<file path="src/rtl/hazard_ctrl.sv">
// Hazard controller: load-use stall detection, branch/jump flush and Execute-stage forwarding selects.
// Latency: all outputs are combinational from tracked state plus Decode inputs; tracked state updates in one cycle.
// Backpressure: stallF/stallD hold fetch/decode for a not-yet-forwardable producer; pcsrcE overrides the stall with a flush.
// Optional feature macro: HAZARD_STATS_EN adds saturating stall_cycles/flush_cycles counters.
module hazard_ctrl #(
    parameter int ADDR_WIDTH = 5,
    parameter int DEPTH      = 3,
    parameter int ALU_READY  = 1,
    parameter int LOAD_READY = 2,
    parameter int SEL_WIDTH  = $clog2(DEPTH)
) (
    input  logic                  clk,
    input  logic                  rst,
    input  logic [ADDR_WIDTH-1:0] rs1D,
    input  logic [ADDR_WIDTH-1:0] rs2D,
    input  logic [ADDR_WIDTH-1:0] rdD,
    input  logic                  regwriteD,
    input  logic                  resultsrcD,
    input  logic                  pcsrcE,
    output logic                  stallF,
    output logic                  stallD,
    output logic                  flushD,
    output logic                  flushE,
    output logic [SEL_WIDTH-1:0]  fwd1E,
`ifdef HAZARD_STATS_EN
    output logic [31:0]           stall_cycles,
    output logic [31:0]           flush_cycles,
`endif
    output logic [SEL_WIDTH-1:0]  fwd2E
);

    // Per-stage tracking, index 0 = Execute, DEPTH-1 = Writeback.
    logic [DEPTH-1:0]      r_vld;
    logic [DEPTH-1:0]      r_rw;
    logic [DEPTH-1:0]      r_ld;
    logic [ADDR_WIDTH-1:0] r_rd [DEPTH];
    // Sources of the instruction currently in Execute.
    logic [ADDR_WIDTH-1:0] r_rs1_e;
    logic [ADDR_WIDTH-1:0] r_rs2_e;

    logic w_stall_cond;
    logic w_bubble;

    // Stage index from which a producer's result can be forwarded.
    function automatic int req_stage(input logic is_load);
        return is_load ? LOAD_READY : ALU_READY;
    endfunction

    // Shift the tracked destinations down the pipe; a bubble enters on stall or flush.
    always_ff @(posedge clk) begin
        if (rst) begin
            for (int k = 0; k < DEPTH; k++) begin
                r_vld[k] <= 1'b0;
                r_rw[k]  <= 1'b0;
                r_ld[k]  <= 1'b0;
                r_rd[k]  <= '0;
            end
            r_rs1_e <= '0;
            r_rs2_e <= '0;
        end else begin
            for (int k = DEPTH - 1; k > 0; k--) begin
                r_vld[k] <= r_vld[k-1];
                r_rw[k]  <= r_rw[k-1];
                r_ld[k]  <= r_ld[k-1];
                r_rd[k]  <= r_rd[k-1];
            end
            if (w_bubble) begin
                r_vld[0] <= 1'b0;
                r_rw[0]  <= 1'b0;
                r_ld[0]  <= 1'b0;
                r_rd[0]  <= '0;
                r_rs1_e  <= '0;
                r_rs2_e  <= '0;
            end else begin
                r_vld[0] <= 1'b1;
                r_rw[0]  <= regwriteD;
                r_ld[0]  <= resultsrcD;
                r_rd[0]  <= rdD;
                r_rs1_e  <= rs1D;
                r_rs2_e  <= rs2D;
            end
        end
    end

    // Stall when a producer of a Decode source will still be unforwardable once the consumer reaches Execute.
    always_comb begin
        w_stall_cond = 1'b0;
        for (int k = 0; k < DEPTH - 1; k++) begin
            if (r_vld[k] && r_rw[k] && (r_rd[k] != '0) &&
                ((r_rd[k] == rs1D) || (r_rd[k] == rs2D)) &&
                ((k + 1) < req_stage(r_ld[k]))) begin
                w_stall_cond = 1'b1;
            end
        end
    end

    // A taken branch kills the Decode instruction, so it must never hold the pipe.
    always_comb begin
        stallD   = w_stall_cond & ~pcsrcE;
        stallF   = stallD;
        flushD   = pcsrcE;
        flushE   = pcsrcE | stallD;
        w_bubble = stallD | pcsrcE;
    end

    // Forwarding: walk oldest to youngest so the youngest ready producer is the last one assigned.
    always_comb begin
        fwd1E = '0;
        fwd2E = '0;
        for (int k = DEPTH - 1; k >= 1; k--) begin
            if (r_vld[k] && r_rw[k] && (r_rd[k] != '0) && (k >= req_stage(r_ld[k]))) begin
                if (r_rd[k] == r_rs1_e) fwd1E = SEL_WIDTH'(k);
                if (r_rd[k] == r_rs2_e) fwd2E = SEL_WIDTH'(k);
            end
        end
    end

`ifdef HAZARD_STATS_EN
    logic [31:0] r_stall_cycles;
    logic [31:0] r_flush_cycles;

    // Saturating event counters for stall and flush cycles.
    always_ff @(posedge clk) begin
        if (rst) begin
            r_stall_cycles <= '0;
            r_flush_cycles <= '0;
        end else begin
            if (stallD && (r_stall_cycles != 32'hFFFF_FFFF)) r_stall_cycles <= r_stall_cycles + 32'd1;
            if (pcsrcE && (r_flush_cycles != 32'hFFFF_FFFF)) r_flush_cycles <= r_flush_cycles + 32'd1;
        end
    end

    assign stall_cycles = r_stall_cycles;
    assign flush_cycles = r_flush_cycles;
`endif

endmodule

</file>
<file path="config.mk">
export PLATFORM = sky130hd
export DESIGN_NAME = hazard_ctrl
export DESIGN_NICKNAME = d
export VERILOG_FILES = /design/src/rtl/hazard_ctrl.sv
export SDC_FILE = /design/constraint.sdc
export NUM_CORES = 1
export LEC_CHECK = 0
export ABC_AREA = 1
export BUFFER_PORTS_ARGS = -buffer_cell sky130_fd_sc_hd__buf_2
export CORE_MARGIN = 1.5
export CORE_UTILIZATION = 27
export CTS_CLUSTER_SIZE = 25
export DETAILED_ROUTE_END_ITERATION = 12
export PLACE_DENSITY = 0.52
export SLEW_MARGIN = 30
export SYNTH_ARGS = -nofsm -noshare
export SYNTH_HDL_FRONTEND = slang
export SYNTH_SLANG_ARGS = --single-unit
</file>
<file path="constraint.sdc">
create_clock -name clk -period 1.3 [get_ports clk]
set_clock_uncertainty 0.05 [all_clocks]
set_input_delay 0.195 -clock clk [delete_from_list [all_inputs] [get_ports clk]]
set_output_delay 0.195 -clock clk [all_outputs]
set_load 0.02 [all_outputs]
</file>
==> results.json <==
{
  "layout-drive-gt1-share_pct": 36.1,
  "io_pins": 28,
  "vias": 1260,
  "synth_compound_area_share_pct": 0.321,
  "cts_buffers": 5,
  "multi_input_comb_area_sq_um": 756,
  "fmax_mhz": 569,
  "crit_path_start_kind": "flip-flop",
  "p_per_area_mw_per_mm2": 969,
  "fin_ws_ns": -0.458,
  "timing.final.crit_share_pct": 135,
  "wl_per_cell_microns": 9.21,
  "fp.coreArea_sq_mm": 0.00554,
  "endpoint_kind": "output pin",
  "diodes": 0,
  "synth_top_family_by_area": "simple AND/OR/NAND/NOR gates",
  "utilization_pct": 42.3,
  "place_inst": 317,
  "area_delta_synth_final_pct": 50.5,
  "slowest_delay_ns": 0.44,
  "syn_area_sq_mm": 0.00156,
  "vdd_drop_max_mv": 0.492,
  "drv_slew": 0,
  "place_hpwl_microns": 2430,
  "start_util_pct": 28.1,
  "fillers": 578,
  "io_buffers": 27,
  "gp_congestion": 0.735,
  "startpoint": "r_rd[0][6]",
  "ys_warn_count": 0,
  "dieWidth_microns": 79.0,
  "grt-busiest-layer": "met2",
  "critical_path.cell_chain": "xnor2_1, nand4_1, nor3_4, nor2_4, buf_6",
  "drt_wl_total_microns": 3080,
  "clk-insertion-delay-late_ns": 0.28,
  "fin_tns_setup_ns": -9.18,
  "fin_cells": 335,
  "synth.largest_area_cell": "edfxtp_1",
  "clkSlewWorstSetupHoldPaths_ns": 0.07,
  "final_antenna_net_count": 0,
  "status": "complete, but fails checks",
  "use_met1_pct": 12.2,
  "worst_ep_required_time_ns": 1.05,
  "grt_pass1_vias": 1241,
  "clock_path_buffers": 2,
  "routed_via_density": 3.76,
  "grt_usage_pct": 11.1,
  "hp-start": "resultsrcD",
  "grt_max_degree": 16,
  "gr-total-overflow": 0,
  "dr.pass1.iters": 4,
  "cts-root-buf": "clkbuf_8",
  "synth_adder_area_share_pct": 0,
  "die_h_microns": 79.0,
  "synth-simple-area-share_pct": 23.8,
  "seq_area_frac_synth_pct": 52.0,
  "ctsHoldBuffers": 0,
  "ys_seq_elements": 33,
  "avgSynthCellArea_sq_um": 8.34,
  "violations": "setup timing",
  "fin_crit_ns": 1.76,
  "hold_path_class": "in -> reg",
  "p_total_w": 0.00227,
  "final_nets": 282,
  "antenna_found_initial": 0,
  "p_leak_nw": 1.17,
  "critPathSlowestCell": "edfxtp_1",
  "grt_use_met2_pct": 19.5,
  "h-tree-depth": 2,
  "arrival_ns": 1.51,
  "r2r-start": "r_rd[0][0]",
  "drt_iter0_markers": 30,
  "drc": 0,
  "path_class": "reg -> out",
  "synth_top_area_share_pct": 28.9,
  "maxCapViolCount": 0,
  "final_common_cell": "inv_1",
  "synth.top_cells.by_area": "edfxtp_1, dfxtp_1, nor2_1, inv_1, xnor2_1",
  "layout_common_cells": "inv_1, nor2_1, buf_4",
  "clkSinkCount": 33,
  "muxShareOfSynthArea_pct": 0,
  "dieArea_sq_mm": 0.00624,
  "seq_area_sq_um": 811,
  "synth_xor_area_share_pct": 12.4,
  "syn_inst": 187,
  "final_hold_viol_count": 0,
  "fp-row-count": 27,
  "path_max_fanout": 3,
  "met3_usage_pct": 3.45,
  "cts_tree": "yes",
  "setup_viol": 25,
  "grt_pass1_wl_microns": 5210,
  "yosysUniqueCellTypes": 17,
  "hold_ws_ns": 0.0737,
  "rsz0062_at_grt": "true"
}
[where the power goes]
group          internal (W)  total, W  switching [W]
logic              0.000187  0.000357       0.000170
registers           0.00114   0.00119      0.0000458
clock network      0.000370  0.000728       0.000357
[cell usage after synthesis]
| library cell | count |
|---|---|
| inv_1 | 38 |
| xor2_1 | 10 |
| nor2_1 | 44 |
| nand3_1 | 4 |
| nand2_2 | 1 |
| nand3_4 | 1 |
| nor3_1 | 6 |
| buf_6 | 1 |
| dfxtp_1 | 18 |
| clkbuf_1 | 2 |
| xnor2_1 | 12 |
| conb_1 | 1 |
| o21ai_0 | 1 |
| nand4_1 | 6 |
| nand2_1 | 25 |
| edfxtp_1 | 15 |
| buf_4 | 2 |
[critical path: cells and delay by family, from the launching register on]
kind / cells / cell delay [ns]
AND/OR/NAND/NOR: 3 / 0.45
flip-flops: 1 / 0.44
XOR/XNOR: 1 / 0.21
buffers and inverters: 1 / 0.13
[registers in the layout, indices dropped and copies added, names as in the netlist]
name / count
r_rd: 15
r_rs1_e: 5
r_rs2_e: 5
r_rw: 3
r_vld: 3
r_ld: 2
[stage by stage]
stage	instance area, sq um	setup slack, ns
final	2350	-0.458
after floorplan	1660	-0.131
after global placement	2020	-0.222
after global routing	2350	-0.564
after CTS	2320	-0.496
after detailed placement	2020	-0.247
[worst paths after layout]
kind | depth (start not counted) | slack, ns | to
worst min-delay path | 3 | 0.07 | r_ld[0]
worst max register to register | 10 | -0.41 | r_rd[0][2]
worst max-delay path | 5 | -0.46 | fwd2E[1]
worst min register to register | 2 | 0.39 | r_vld[1]
[repair_timing]
action	4_1_cts	5_1_grt
endpoints found under the setup margin	25	25
gates cloned	1	0
resized for setup	40	4
buffers inserted	7	2
pin swaps	8	3
endpoints found under the hold margin	0	0
[routing by layer]
metal,share of wire (%),vias up
li1,-,694
met1,44,532
met2,50,30
met3,4.4,4
met4,1.3,0
met5,0,-
[final cells by class]
class                      instances  area share [%]
sequential                        33            34.6
multi-input combinational        125            32.2
timing repair buffer              59            19.8
inverter                          38            6.08
tap                               72            3.84
clock buffer                       6            3.09
clock inverter                     2           0.427
[cells by family (layout without fill, tap and decap cells)]
| family | after synthesis | count (layout) |
|---|---|---|
| simple gates | 87 | 87 |
| buf+inv | 43 | 105 |
| flops | 33 | 33 |
| xor+xnor | 22 | 22 |
| other cells | 1 | 15 |
| compound gates | 1 | 1 |
No activity file was read; power rests on OpenSTA's default activity.
